File: src/rtl/router_pkg.sv
// Shared constants and header helpers for the 1x3 router.
package router_pkg;
  localparam int DEPTH     = 16;
  localparam int WIDTH     = 8;
  localparam int PTR_W     = 4;

  // Header byte layout: {len[5:0], addr[1:0]}
  localparam int LEN_MSB   = 7;
  localparam int LEN_LSB   = 2;
  localparam int ADDR_MSB  = 1;
  localparam int ADDR_LSB  = 0;

  localparam int PKT_CNT_W = 7;

  // Bytes still to come after a header: payload length plus the parity byte.
  function automatic logic [PKT_CNT_W-1:0] hdr_cnt(input logic [LEN_MSB-LEN_LSB:0] len);
    return PKT_CNT_W'(len) + PKT_CNT_W'(1);
  endfunction

  // Destination port carried in a header byte.
  function automatic logic [ADDR_MSB-ADDR_LSB:0] hdr_addr(input logic [LEN_MSB:0] hdr);
    return hdr[ADDR_MSB:ADDR_LSB];
  endfunction
endpackage

File: src/rtl/router_fifo_mem.sv
// Storage array: synchronous write, asynchronous read.
module router_fifo_mem #(
  parameter int DEPTH = 16,
  parameter int W     = 9,
  parameter int AW    = 4
) (
  input  logic          clk,
  input  logic          wr_en,
  input  logic [AW-1:0] wr_addr,
  input  logic [W-1:0]  wr_data,
  input  logic [AW-1:0] rd_addr,
  output logic [W-1:0]  rd_data
);
  logic [W-1:0] mem [DEPTH];

  // Array contents are never reset; pointers alone define validity.
  always_ff @(posedge clk)
    if (wr_en) mem[wr_addr] <= wr_data;

  assign rd_data = mem[rd_addr];
endmodule

File: src/rtl/router_fifo.sv
// Per-destination packet FIFO with header tagging and idle blanking of dout.
module router_fifo #(
  parameter int DEPTH = 16,
  parameter int WIDTH = 8,
  parameter int PTR_W = 4
) (
  input  logic             clk,
  input  logic             rstn,
  input  logic             soft_rst,
  input  logic             we,
  input  logic             lfd_state,
  input  logic [WIDTH-1:0] din,
  input  logic             re,
  output logic [WIDTH-1:0] dout,
  output logic             full,
  output logic             empty
);
  import router_pkg::*;

  logic [PTR_W:0]         wr_ptr, rd_ptr;
  logic [PKT_CNT_W-1:0]   pkt_cnt;
  logic [WIDTH:0]         rd_word;
  logic                   wr_ok, rd_ok, flush;

  // Wrap bit distinguishes full from empty when the low bits match.
  assign empty = (wr_ptr == rd_ptr);
  assign full  = (wr_ptr[PTR_W] != rd_ptr[PTR_W]) &&
                 (wr_ptr[PTR_W-1:0] == rd_ptr[PTR_W-1:0]);

  assign flush = !rstn || soft_rst;
  assign wr_ok = we && !full;
  assign rd_ok = re && !empty;

  router_fifo_mem #(.DEPTH(DEPTH), .W(WIDTH+1), .AW(PTR_W)) u_mem (
    .clk     (clk),
    .wr_en   (wr_ok && !flush),
    .wr_addr (wr_ptr[PTR_W-1:0]),
    .wr_data ({lfd_state, din}),
    .rd_addr (rd_ptr[PTR_W-1:0]),
    .rd_data (rd_word)
  );

  // Pointer advance; either reset flavour abandons any packet in flight.
  always_ff @(posedge clk) begin
    if (flush) begin
      wr_ptr <= '0;
      rd_ptr <= '0;
    end else begin
      if (wr_ok) wr_ptr <= wr_ptr + 1'b1;
      if (rd_ok) rd_ptr <= rd_ptr + 1'b1;
    end
  end

  // Read data and packet byte count; dout blanks when idle between packets.
  always_ff @(posedge clk) begin
    if (flush) begin
      dout    <= '0;
      pkt_cnt <= '0;
    end else if (rd_ok) begin
      dout <= rd_word[WIDTH-1:0];
      if (rd_word[WIDTH])
        pkt_cnt <= hdr_cnt(rd_word[LEN_MSB:LEN_LSB]);
      else if (pkt_cnt != '0)
        pkt_cnt <= pkt_cnt - PKT_CNT_W'(1);
    end else if (pkt_cnt == '0) begin
      dout <= '0;
    end
  end
endmodule

File: config.mk
export PLATFORM = sky130hd
export DESIGN_NAME = router_fifo
export DESIGN_NICKNAME = d
export VERILOG_FILES = /design/src/rtl/router_pkg.sv /design/src/rtl/router_fifo_mem.sv /design/src/rtl/router_fifo.sv
export SDC_FILE = /design/constraint.sdc
export NUM_CORES = 1
export LEC_CHECK = 0
export ABC_AREA = 0
export CORE_UTILIZATION = 55
export CTS_BUF_LIST = sky130_fd_sc_hd__clkbuf_4 sky130_fd_sc_hd__clkbuf_8 sky130_fd_sc_hd__clkbuf_16
export CTS_CLUSTER_SIZE = 14
export DETAILED_ROUTE_END_ITERATION = 7
export DONT_BUFFER_PORTS = 1
export GPL_ROUTABILITY_DRIVEN = 0
export MAX_ROUTING_LAYER = met4
export PLACE_DENSITY = 0.7
export SLEW_MARGIN = 40
export SYNTH_ARGS = -nofsm -noshare
export SYNTH_HDL_FRONTEND = slang
export SYNTH_SLANG_ARGS = --single-unit
File: constraint.sdc
create_clock -name clk -period 7.2 [get_ports clk]
set_clock_uncertainty 0.2 [all_clocks]
set_input_delay 1.8 -clock clk [delete_from_list [all_inputs] [get_ports clk]]
set_output_delay 1.8 -clock clk [all_outputs]
set_load 0.01 [all_outputs]
==> flow_summary_export.csv, run 1 <==
group,metric,value,unit
cts,cts_hold_buf,0,
synth,syn_avg_cell_area,16.7,µm²
layout,layout_commonest_cell,"edfxtp_1",
synth,yosysTopAreaCell,"edfxtp_1",
grt,grt_max_degree,42,
floorplan,dieArea,0.0134,mm²
grt,antenna_found_initial,0,
synth,synth_seq_area_share,0.688,
critical_path,required,5200,ps
synth,async_flop_share,0,
critical_path,start_kind,"register",
synth,ys_seq_elements,173,
timing,worst_pin_slew,814,ps
layout,layout_common_cells,"edfxtp_1, nor2_1, dfxtp_1, nand2_1, mux2i_1",
routing,viasPerCell,5.93,
status,status,"finished, final reports clean",
timing,finalSetupViolCount,0,
timing,relSlewSlack,0.455,
layout,finalNetCount,451,
floorplan,die_x,116,µm
job,maxCapViolCount,0,
synth,yosys.area.top_type_share,0.606,
grt,overflow,0,
synth,syn-instance-count,426,
synth,netlist-cell-type-count,44,
grt,grt_use_total,0.235,
routing,postRouteAntennaNets,0,
layout,area_delta_synth_final,9.68,%
routing,firstDrtPassIters,5,
cts,clk_latency,430,ps
routing,initialDrtViolationCount,402,
cts,post_cts_buffers,0,
layout,diodes,0,
cts,clockRootBuffer,"clkbuf_16",
synth,yosys-top-cells-area,"edfxtp_1, dfxtp_1, mux4_2",
grt,grt_pass1_vias,3522,
critical_path,worstSetupPathType,"register to primary output",
critical_path,critPathArrivalTime,1710,ps
cts,cts_tree,"done",
critical_path,crit_path_end_kind,"primary output",
cts,clk_path_buf_depth,2,
routing,num_vias,3645,
timing,fmax,0.269,GHz
cts,clk_pin_slew,60,ps
placed_design,portBuffers,0,
timing,slew_viol_final,0,
layout,final_util,0.620,
layout,drive_above_1_share,0.149,
floorplan,initial_core_util,0.565,
placed_design,hpwlAfterDp,8.99,mm
floorplan,num_io_pins,24,
timing,fin_crit,3710,ps
synth,synth_flop_cell,"edfxtp_1",
synth,synth_warnings,0,
synth,synth_nets,447,
floorplan,coreArea,0.0126,mm²
timing,hold_slack,314,ps
timing,setup_ws,3490,ps
placed_design,dp_slack,3370,ps
worst_hold_path,hold_path_class,"register to register",
floorplan,rows,41,
pwr,ir_drop,225,µV
cts,numCtsBuffers,17,
critical_path,critPathMaxFanout,11,
routing,wl_per_cell,22.5,µm
timing,finalHoldViolCount,0,
timing,rsz0062_at_grt,"false",
grt,grt_pass1_wl,20.9,mm
synth,synth_edf_count,144,
cts,cts_resized,0,
cts,htree_levels,4,
pwr,power_density,258,mW/mm²
timing,fin_setup_tns,0,ps
synth,syn-cell-area,0.00713,mm²
floorplan,die_h,116,µm
routing,drc,0,
pwr,p_leak,0.00247,µW
cts,clock-sinks,173,
timing,finalCritPeriodShare,0.516,
routing,drt-total-wl,13.9,mm
## worst paths after layout
kind / slack (ps) / to / startpoint / depth (start not counted)
worst max register to register: 4100 / pkt_cnt[1] / register / 11
worst min-delay path: 310 / dout[5] / dout[5] / 2
worst max-delay path: 3490 / full / wr_ptr[2] / 4
worst min register to register: 310 / dout[5] / dout[5] / 2
## cells in the mapped netlist, types with 5 or more instances
cell / instances
nor3_1: 7
clkbuf_1: 10
edfxtp_1: 144
nand2_1: 24
mux2i_1: 20
nor2_1: 33
xor2_1: 10
nor2b_1: 5
dfxtp_1: 29
nand2b_1: 5
mux4_1: 15
o21ai_0: 5
nand3_1: 11
mux4_2: 19
xnor2_1: 6
ha_1: 7
a22oi_1: 5
nand4_1: 6
inv_1: 9
a21oi_1: 13
## critical path, stage by stage (launching register included)
cell and delay, ps:
dfxtp_1 630, xnor2_1 180, nand4_1 150, nand2b_1 210, inv_1 120
## metrics by stage
step	cells	area, µm²	total power, µW
6_report	615	7820	2010
5_1_grt	615	7820	2060
4_1_cts	615	7810	2020
3_5_place_dp	583	7240	1150
3_3_place_gp	583	7230	1150
2_1_floorplan	426	7130	1140
## flip-flops by register name (all words and copies together) (netlist names), named ones only
register   flops
pkt_cnt        7
u_mem.mem    144
wr_ptr         5
dout           8
rd_ptr         5
## logic make-up after synthesis
| logic type | count (synthesis) | synth area share |
|---|---|---|
| xor gates and xnor gates | 16 | 0.0196 |
| buffers and inverters | 31 | 0.0295 |
| DFF | 173 | 0.688 |
| AOI/OAI and AO/OA | 43 | 0.0400 |
| and+or+nand+nor | 101 | 0.0660 |
| adders and majority gates | 7 | 0.0123 |
| muxes | 55 | 0.145 |
## power breakdown
part           internal [µW]  switching (µW)
Clock                    523             361
Combinational           16.7            24.7
Sequential              1090            2.39
Total                   1630             388
## layout make-up
cell class	instances	area, µm²
clock inverters	11	120
repair buffers	7	52.6
inverters	9	33.8
clock buffers	21	455
fillers	940	4800
flip-flops and latches	173	4910
multi-input cells	222	2040
well taps	172	215
## metal layers
layer  routed length (µm)  GRT usage  vias up
met3                  951     0.0649       17
met4                  187     0.0735        0
met2                 6540      0.350      127
met1                 6170      0.317     1832
li1                     -          -     1669
met5                    0          -        -
Power figures use the tool's default switching activity.
==> run 2: changes to the inputs <==
ABC_AREA = 1   (was 0)
clock period = 3.7 ns   (was 7.2 ns; I/O delays follow)
==> run 2 against run 1 <==
Net effect:
- clock power up 78%
- highest routed layer unchanged
- first-iteration DRC count up 65%
- non-clock buffer count up 4
- critical endpoint unchanged
- register-to-register slack worse by 3100 ps
- flip-flop and latch count unchanged
- largest cell class unchanged
- hold slack worse by 34 ps
==> flow_summary_export.csv, run 2 <==
group,metric,value,unit
status,status,"finished, final reports clean",
timing,worst_pin_slew,783,ps
synth,synth_nets,725,
timing,fin_crit,2680,ps
pwr,power_density,482,mW/mm²
routing,wl_per_cell,18.5,µm
layout,top_register,"u_mem.mem",
timing,slew_viol_final,0,
layout,diodes,0,
placed_design,portBuffers,0,
synth,syn-cell-area,0.00740,mm²
placed_design,hpwlAfterDp,10.4,mm
timing,relSlewSlack,0.476,
critical_path,critPathMaxFanout,5,
synth,synth_seq_area_share,0.663,
routing,viasPerCell,5.65,
layout,layout_common_cells,"nand2_1, edfxtp_1, inv_1, nand3_1, nor2_1",
cts,htree_levels,4,
cts,cts_hold_buf,0,
grt,grt_use_total,0.261,
synth,netlist-cell-type-count,32,
layout,drive_above_1_share,0.0686,
timing,fin_setup_tns,0,ps
grt,antenna_found_initial,0,
cts,numCtsBuffers,17,
grt,grt_max_degree,80,
critical_path,start_kind,"register",
worst_hold_path,hold_path_class,"register to register",
critical_path,crit_path_cell_trace,"xor2_1 > nor2_1 > nand2_1 > or2_2 > inv_1",
timing,finalCritPeriodShare,0.726,
timing,setup_ws,1020,ps
synth,yosysTopAreaCell,"edfxtp_1",
cts,clk_path_buf_depth,2,
synth,synth_edf_count,144,
routing,firstDrtPassIters,5,
floorplan,rows,42,
layout,final_util,0.607,
routing,initialDrtViolationCount,662,
cts,clock-sinks,173,
timing,finalSetupViolCount,0,
cts,cts_resized,0,
grt,grt_pass1_wl,25.9,mm
critical_path,crit_path_end_kind,"primary output",
cts,cts_tree,"done",
layout,area_delta_synth_final,8.22,%
critical_path,crit_path_top_delay_cell,"dfxtp_1",
cts,clk_pin_slew,60,ps
cts,post_cts_buffers,0,
synth,async_flop_share,0,
synth,synth_warnings,0,
layout,finalNetCount,724,
job,maxCapViolCount,0,
floorplan,coreArea,0.0132,mm²
placed_design,dp_slack,702,ps
synth,syn_avg_cell_area,10.5,µm²
floorplan,die_x,118,µm
routing,postRouteAntennaNets,0,
timing,hold_slack,280,ps
grt,overflow,0,
pwr,ir_drop,499,µV
critical_path,cp_top_family,"simple AND/OR/NAND/NOR gates",
routing,num_vias,5032,
layout,largest_reg_flops,144,
critical_path,crit_buf_inv,1,
routing,drc,0,
critical_path,required,2570,ps
critical_path,worstSetupPathType,"register to primary output",
critical_path,critPathArrivalTime,1560,ps
synth,yosys.area.top_type_share,0.584,
routing,drt-total-wl,16.5,mm
timing,fmax,0.372,GHz
layout,reg.largest.list,"u_mem.mem: 144 flops, dout: 8 flops, pkt_cnt: 7 flops",
floorplan,num_io_pins,24,
timing,rsz0062_at_grt,"false",
synth,syn-instance-count,704,
cts,clk_latency,430,ps
pwr,p_leak,0.00303,µW
synth,synth_flop_cell,"edfxtp_1",
floorplan,initial_core_util,0.561,
synth,ys_seq_elements,173,
critical_path,cpPeakStageDelay,370,ps
synth,yosysMostFrequentCell,"nand2_1",
synth,yosys-top-cells-area,"edfxtp_1, nand2_1, dfxtp_1",
floorplan,dieArea,0.0139,mm²
floorplan,die_h,118,µm
cts,clockRootBuffer,"clkbuf_16",
layout,layout_commonest_cell,"nand2_1",
timing,finalHoldViolCount,0,
grt,grt_pass1_vias,4751,
synth,synthTopCellsByCount,"nand2_1, edfxtp_1, inv_1",
-- run 2: layout make-up --
class,count,area (µm²)
multi-input combinational,428,2010
fill,1050,5180
inverter,72,272
clock inverter,11,72.6
tap,176,220
clock buffer,19,440
timing repair buffer,11,82.6
sequential,173,4910
-- run 2: final timing paths --
check                                  end  cells after the start  slack [ps]  startpoint
worst max-delay path                  full                      5        1020   wr_ptr[0]
worst min-delay path             wr_ptr[4]                      2         280   wr_ptr[4]
worst max register to register  pkt_cnt[2]                      9        1020    register
worst min register to register   wr_ptr[4]                      2         280   wr_ptr[4]
-- run 2: layer usage --
metal	wire length (µm)	vias to the layer above	track usage
met1	6940	2380	0.341
met3	1400	36	0.0698
li1	-	2387	-
met4	486	0	0.117
met2	7650	229	0.384
met5	0	-	-
-- run 2: cell families after synthesis --
kind of cell | count (synthesis) | synth area share
XOR/XNOR | 9 | 0.0107
flip-flops | 173 | 0.663
AO/OA/AOI/OAI | 102 | 0.0775
buffers and inverters | 103 | 0.0649
adder cells (fa/ha/maj) | 7 | 0.0118
AND/OR/NAND/NOR | 310 | 0.172
-- run 2: through the flow --
step,cell area (µm²),power (µW),instances
2_1_floorplan,7400,2300,704
3_3_place_gp,7490,2330,860
3_5_place_dp,7490,2330,860
4_1_cts,8010,3870,890
5_1_grt,8010,3960,890
6_report,8010,3860,890
-- run 2: report_power, final --
| group | leakage (µW) | switching, µW | internal [µW] | total [µW] |
|---|---|---|---|---|
| clock | 0.000257 | 708 | 859 | 1570 |
| sequential | 0.00153 | 7.60 | 2120 | 2130 |
| combinational | 0.00125 | 116 | 49.3 | 166 |
-- run 2: worst reg2reg max path, cell delays in order (launching register included) --
cell and delay (ps):
dfxtp_2 330, buf_4 600, o21ai_0 240, o211ai_1 280, nand3_1 200, nand2_1 350
o21ai_1 130, a21oi_1 140, nor2_1 70, nor2_1 80
